--- src/rtl/sevenseg_mux_decoder.sv ---
// Receiver for a two-digit multiplexed 7-segment bus: synchronises SEG/SEL, captures each
// digit once settled, decodes it to hex and reassembles {high, low} frames.
module sevenseg_mux_decoder #(
    parameter int unsigned SETTLE      = 4,
    parameter int unsigned STALE_LIMIT = 1024
) (
    input  logic       CLK,
    input  logic       RST,
    input  logic [6:0] SEG,
    input  logic       SEL,
    output logic [7:0] VALUE,
    output logic       VALID,
    output logic       ERR,
    output logic       STALE,
    output logic       CHANGED
);
    localparam int unsigned SCW = $clog2(STALE_LIMIT + 1);

    typedef enum logic [1:0] {
        WAIT_EDGE,
        SETTLING,
        HOLD
    } state_t;

    state_t         state;
    state_t         state_next;

    logic [6:0]     seg_s1;
    logic [6:0]     seg_s2;
    logic [6:0]     seg_q;
    logic           sel_s1;
    logic           sel_s2;
    logic           sel_q;

    logic           sel_edge;
    logic           sample_same;
    logic           capture;
    logic           abandon_lo;
    logic [3:0]     settle_cnt;
    logic [SCW-1:0] stale_cnt;

    logic           cap_stb;
    logic           cap_hi;
    logic [6:0]     cap_pat;
    logic [4:0]     cap_dec;
    logic           lo_ok;
    logic [3:0]     lo_nib;

    // Returns {legal, nibble}; any pattern outside the table decodes as illegal.
    function automatic logic [4:0] decode(input logic [6:0] pat);
        logic [4:0] r;
        r = '0;
        case (pat)
            7'h3F: r = 5'h10;
            7'h06: r = 5'h11;
            7'h5B: r = 5'h12;
            7'h4F: r = 5'h13;
            7'h66: r = 5'h14;
            7'h6D: r = 5'h15;
            7'h7D: r = 5'h16;
            7'h07: r = 5'h17;
            7'h7F: r = 5'h18;
            7'h6F: r = 5'h19;
            7'h77: r = 5'h1A;
            7'h7C: r = 5'h1B;
            7'h39: r = 5'h1C;
            7'h5E: r = 5'h1D;
            7'h79: r = 5'h1E;
            7'h71: r = 5'h1F;
            default: r = '0;
        endcase
        return r;
    endfunction

    always_ff @(posedge CLK) begin
        if (RST) begin
            seg_s1 <= '0;
            seg_s2 <= '0;
            seg_q  <= '0;
            sel_s1 <= 1'b0;
            sel_s2 <= 1'b0;
            sel_q  <= 1'b0;
        end else begin
            seg_s1 <= SEG;
            seg_s2 <= seg_s1;
            seg_q  <= seg_s2;
            sel_s1 <= SEL;
            sel_s2 <= sel_s1;
            sel_q  <= sel_s2;
        end
    end

    assign sel_edge    = sel_s2 ^ sel_q;
    assign sample_same = ({sel_s2, seg_s2} == {sel_q, seg_q});
    assign cap_dec     = decode(cap_pat);

    always_ff @(posedge CLK) begin
        if (RST) state <= WAIT_EDGE;
        else     state <= state_next;
    end

    always_comb begin
        state_next = state;
        case (state)
            WAIT_EDGE: if (sel_edge) state_next = SETTLING;
            SETTLING:  if (capture) state_next = HOLD;
            HOLD:      if (sel_edge) state_next = SETTLING;
            default:   state_next = WAIT_EDGE;
        endcase
    end

    always_comb begin
        capture    = 1'b0;
        abandon_lo = 1'b0;
        STALE      = (stale_cnt == SCW'(STALE_LIMIT));
        if (state == SETTLING) begin
            capture    = sample_same && ((settle_cnt + 4'd1) == 4'(SETTLE));
            abandon_lo = sel_edge && !sel_q;
        end
    end

    // Any difference in SEG or SEL (a SEL edge included) restarts the settle count.
    always_ff @(posedge CLK) begin
        if (RST)                   settle_cnt <= '0;
        else if (!sample_same)     settle_cnt <= '0;
        else if (state == SETTLING) settle_cnt <= settle_cnt + 4'd1;
    end

    always_ff @(posedge CLK) begin
        if (RST)                                    stale_cnt <= '0;
        else if (sel_edge)                          stale_cnt <= '0;
        else if (stale_cnt != SCW'(STALE_LIMIT))    stale_cnt <= stale_cnt + 1'b1;
    end

    // Captured digit is decoded one cycle later, so frame outputs follow the capture by a cycle.
    always_ff @(posedge CLK) begin
        if (RST) begin
            cap_stb <= 1'b0;
            cap_hi  <= 1'b0;
            cap_pat <= '0;
            lo_ok   <= 1'b0;
            lo_nib  <= '0;
            VALUE   <= '0;
            VALID   <= 1'b0;
            ERR     <= 1'b0;
            CHANGED <= 1'b0;
        end else begin
            cap_stb <= capture;
            if (capture) begin
                cap_hi  <= sel_s2;
                cap_pat <= seg_s2;
            end
            VALID   <= 1'b0;
            ERR     <= 1'b0;
            CHANGED <= 1'b0;
            if (cap_stb) begin
                if (!cap_dec[4]) begin
                    ERR <= 1'b1;
                    if (!cap_hi) lo_ok <= 1'b0;
                end else if (!cap_hi) begin
                    lo_nib <= cap_dec[3:0];
                    lo_ok  <= 1'b1;
                end else if (lo_ok) begin
                    VALUE   <= {cap_dec[3:0], lo_nib};
                    VALID   <= 1'b1;
                    CHANGED <= ({cap_dec[3:0], lo_nib} != VALUE);
                    lo_ok   <= 1'b0;
                end
            end
            if (abandon_lo) lo_ok <= 1'b0;
        end
    end
endmodule

--- config.mk ---
export PLATFORM = sky130hd
export DESIGN_NAME = sevenseg_mux_decoder
export DESIGN_NICKNAME = d
export VERILOG_FILES = /design/src/rtl/sevenseg_mux_decoder.sv
export SDC_FILE = /design/constraint.sdc
export NUM_CORES = 1
export LEC_CHECK = 0
export ABC_AREA = 1
export CORE_MARGIN = 4
export CORE_UTILIZATION = 45
export CTS_CLUSTER_DIAMETER = 30
export CTS_CLUSTER_SIZE = 10
export DETAILED_ROUTE_END_ITERATION = 16
export SLEW_MARGIN = 20
export SYNTH_ARGS = -nofsm -noshare
export SYNTH_HDL_FRONTEND = slang
export SYNTH_SLANG_ARGS = --single-unit
--- constraint.sdc ---
create_clock -name CLK -period 2.1 [get_ports CLK]
set_clock_uncertainty 0.2 [all_clocks]
set_input_delay 0.525 -clock CLK [delete_from_list [all_inputs] [get_ports CLK]]
set_output_delay 0.525 -clock CLK [all_outputs]
set_load 0.05 [all_outputs]
== After elaboration in Yosys (flattened, before gate mapping) ==
Cells that the tools add are included.

* Reduce and logical (&&, ||, !) cells: 15
* Add/subtract/negate cells: 2
* Equality and inequality tests: 26
* Bitwise operators: 6
* Mux-type cells: 11

{| class="wikitable"
|+ Operators with widths
! kind !! number
|-
| $eq 7x7->1 const B || 12
|-
| $pmux 5 s16 || 1
|-
| $eq 7x3->1 const B || 2
|-
| $eq 7x6->1 const B || 2
|-
| $add 11x1->11 const B || 1
|-
| $eq 11x11->1 const B || 1
|-
| $ne 11x11->1 const B || 1
|-
| $reduce_or 2->1 || 5
|-
| $eq 8x8->1 || 1
|-
| $ne 8x8->1 || 1
|-
| $mux 1 || 7
|-
| $not 1->1 || 5
|-
| $reduce_or 5->1 || 1
|-
| $add 4x1->4 const B || 1
|-
| $eq 4x3->1 const B || 1
|-
| $mux 2 || 2
|-
| $ne 2x1->1 const B || 2
|-
| $pmux 2 s2 || 1
|-
| $reduce_and 2->1 || 2
|-
| $reduce_and 4->1 || 1
|-
| $reduce_or 4->1 || 1
|-
| $reduce_and 3->1 || 1
|-
| $eq 2x1->1 const B || 1
|-
| $eq 2x2->1 const B || 1
|-
| other kinds (5) || 6
|}

* Input port bits: 10
* Output and inout bits: 12
* Register bits after elaboration: 66
* Word-level logic and storage cells: 78

== Longest topological paths before layout ==
* Word-level depth: 6
* Mapped depth: 13
* Mapped depth without buffers: 13

== Least setup slack after synthesis ==
OpenSTA, ideal clock, no wires.

* Path type: register to output
* Start point: reg stale_cnt[5]
* End point: out STALE
* Cell stages (with the launch flop): 3
* Path buffers: 0
* Data required time: 1375 ps
* Arrival: 1891 ps
* Slack: -516 ps
* Cell sequence: dfxtp_1 > or2_2 > nor3_1

* Word-level cells in the longest chain between the ends: 1

{| class="wikitable"
|+ RTL lines
! item !! RTL line !! text
|-
| start: declaration || 40 || <nowiki>logic [SCW-1:0] stale_cnt;</nowiki>
|-
| start signal: assignment || 132 || <nowiki>else if (stale_cnt != SCW'(STALE_LIMIT)) stale_cnt <= stale_cnt + 1'b1;</nowiki>
|-
| $eq 11x11->1 || 115 || <nowiki>STALE = (stale_cnt == SCW'(STALE_LIMIT));</nowiki>
|-
| end: declaration || 14 || <nowiki>output logic STALE,</nowiki>
|}

Every way passes these cells.

== Worst setup path after layout ==
Ends and elaborated chain as after synthesis.

==> results.toml <==
[place]
routabilityCongestion = 0.884
dp.cells = 548
io_buffer_count = 21
preCtsSetupSlack_ps = 145
dp_hpwl_um = 4390

[timing]
max_freq_ghz = 0.481
rsz0062_at_grt = "true"
tns_ps = 0
worst_slack_ps = 19.0
finalSetupViolations = 0
hold_viol = 0
min_period_ps = 2080
fin_crit_sh_pct = 99.1
tightest_slew_ps = 426
hold_ws_ps = 202
drv_slew = 0
slew-limit-headroom_pct = 71.4

[floorplanning]
chipHeight_um = 91.2
coreArea_um2 = 6760
rows = 30
io_pins = 22
die_width_um = 91.2
dieArea_um2 = 8310
initial_utilization_pct = 46.1

[power_and_ir_drop]
ir_drop_mv = 0.494
power_density_nw_per_um2 = 698
leakage_uw = 0.00177

[drt]
drt_wl_total_um = 5910
vias_per_cell = 4.56
firstDrtPassIters = 4
wl_per_cell_um = 10.4
drcViolationCount = 0
wl_met2_um = 2430
routed.top_layer = "met4"
wl_met1_um = 3200
wl_met3_um = 183
drtIter0Drc = 103
ant_nets = 0
num_vias = 2595

[global_routing]
grt_pass1_vias = 2340
antenna_found_initial = 0
overflow = 0
grt_pass1_wl_um = 10600
track_usage_pct = 15.8
grt_max_degree = 21

[cts]
numCtsBuffers = 9
clk_latency_ps = 340
cts_tree = "done"
clock-sinks = 66
clockBufferDepth = 2
htree_levels = 3
clkTransAtPathRegs_ps = 70
cts-root-buf = "clkbuf_8"

[logic_synthesis]
synth_cell_type_count = 32
ys_seq_elements = 66
ys_seq_area_share_pct = 42.4
syn_avg_cell_area_um2 = 7.03
synthCells = 443
ys_warn_count = 0
synth_nets = 458
netlist_area_um2 = 3110

[flow_run]
cap_violations = 0

[worst_setup_path]
cp_max_fo = 3
crit_slowest_cell = "dfxtp_2"
slowest_delay_ps = 340
critPathLaunchType = "flop"
crit_chain = "or2_4 -> nor3_4 -> buf_12"
crit_arrival_ps = 1360
cp_top_family = "simple AND/OR/NAND/NOR gates"
end_kind = "output port"
crit_start = "stale_cnt[5]"
rr_startpoint = "sel_s2"
critical_path_class = "reg -> out"
cp.required_ps = 1370
cp_num_buf_inv = 1

[hold_path]
worstHoldStart = "seg_s1[3]"
min_path_type = "reg -> reg"

[run_status]
status = "completed"

[layout]
finalNonFillerCells = 569
num-nets-final = 499
layout-drive-gt1-share_pct = 18.0
areaGrowthSynthToFinish_pct = 20.5
diodes = 0
-- tightest hold or removal path, stage by stage (launching register included) --
cell     delay [ps]
dfxtp_1         300
inv_1            40
nor2_1           30
-- Yosys cell counts, drive strengths merged --
| master | n | area, µm² |
|---|---|---|
| nor2 | 91 | 417 |
| clkinv | 1 | 3.75 |
| inv | 78 | 293 |
| clkbuf | 1 | 3.75 |
| nand4 | 7 | 43.8 |
| dfxtp | 66 | 1320 |
| buf | 5 | 21.3 |
| nor3 | 7 | 35.0 |
| xor2 | 4 | 35.0 |
| xnor2 | 5 | 43.8 |
| a211oi | 1 | 7.51 |
| o21ai | 9 | 45.0 |
| or2 | 3 | 18.8 |
| nand3b | 4 | 30.0 |
| nor3b | 2 | 20.0 |
| nand2 | 113 | 485 |
| a21oi | 21 | 116 |
| ha | 5 | 62.6 |
| o211ai | 2 | 15.0 |
| nand3 | 18 | 95.1 |
-- layout make-up --
| cell class | instances | area [µm²] |
|---|---|---|
| Fill cell | 670 | 3000 |
| Multi-Input combinational cell | 292 | 1500 |
| Sequential cell | 66 | 1330 |
| Timing Repair Buffer | 36 | 305 |
| Inverter | 79 | 297 |
| Clock buffer | 10 | 138 |
| Tap cell | 80 | 100 |
| Clock inverter | 6 | 90.1 |
-- timing repair --
| action | in CTS | in global routing |
|---|---|---|
| gates cloned | 0 | 0 |
| hold buffers | 0 | 0 |
| pin swaps | 3 | 3 |
| gates resized for setup | 6 | 3 |
| endpoints found under the setup margin | 1 | 4 |
| buffers inserted | 2 | 3 |
-- power by group --
part           internal, µW  switching [µW]  leakage, µW
Combinational          65.2            73.2      0.00112
Sequential             1280            12.7     0.000538
Clock                   702             490     0.000112
Total                  2040             576      0.00177
-- state kept, by name, indices dropped and copies added (netlist names), 2 cells and up --
name and cells:
stale_cnt 11, seg_s2 7, seg_s1 7, seg_q 7, cap_pat 7, settle_cnt 4
VALUE 8, lo_nib 4, state 2
-- per-layer routing --
metal  up-vias  GRT usage (%)
met1      1126           22.4
met4         0           6.91
met3        10           4.64
met5         -              0
met2        29           22.2
li1       1430              -
-- placed cells by master, fill, tap and decap left out, drive strengths merged --
master	synthesis	layout
nand2	113	113
nor2	91	91
inv	78	78
dfxtp	66	66
buf	5	27
a21oi	21	21
nand3	18	18
clkbuf	1	10
o21ai	9	9
clkdlybuf4s50	0	9
nand4	7	7
nor3	7	7
xnor2	5	5
ha	5	5
xor2	4	4
nand3b	4	4
clkinv	1	4
or2	3	3
o211ai	2	2
bufinv	0	2
nor3b	2	2
a211oi	1	1
clkinvlp	0	1
-- path summary, 6_finish.rpt --
kind	to	slack [ps]	cells after the start
worst max-delay path	STALE	20	3
worst max register to register	cap_pat[1]	180	9
worst min register to register	seg_s2[3]	200	2
worst min-delay path	seg_s2[3]	200	2
-- per-stage QoR --
step | total power [µW] | utilization, % | cell area (µm²)
after floorplan | 1390 | - | 3120
after global placement | 1440 | 51.3 | 3470
after detailed placement | 1440 | 51.3 | 3470
after CTS | 2650 | 55.1 | 3720
after global routing | 2740 | 55.5 | 3750
final | 2620 | 55.5 | 3750
-- logic make-up after synthesis --
logic type	count (synthesis)	synth area share (%)
flip-flops	66	42.4
XOR/XNOR	9	2.53
AO/OA/AOI/OAI	33	5.91
AND/OR/NAND/NOR	245	36.8
adder cells (fa/ha/maj)	5	2.01
buffers and inverters	85	10.3
No activity file was read; power rests on OpenSTA's default activity.
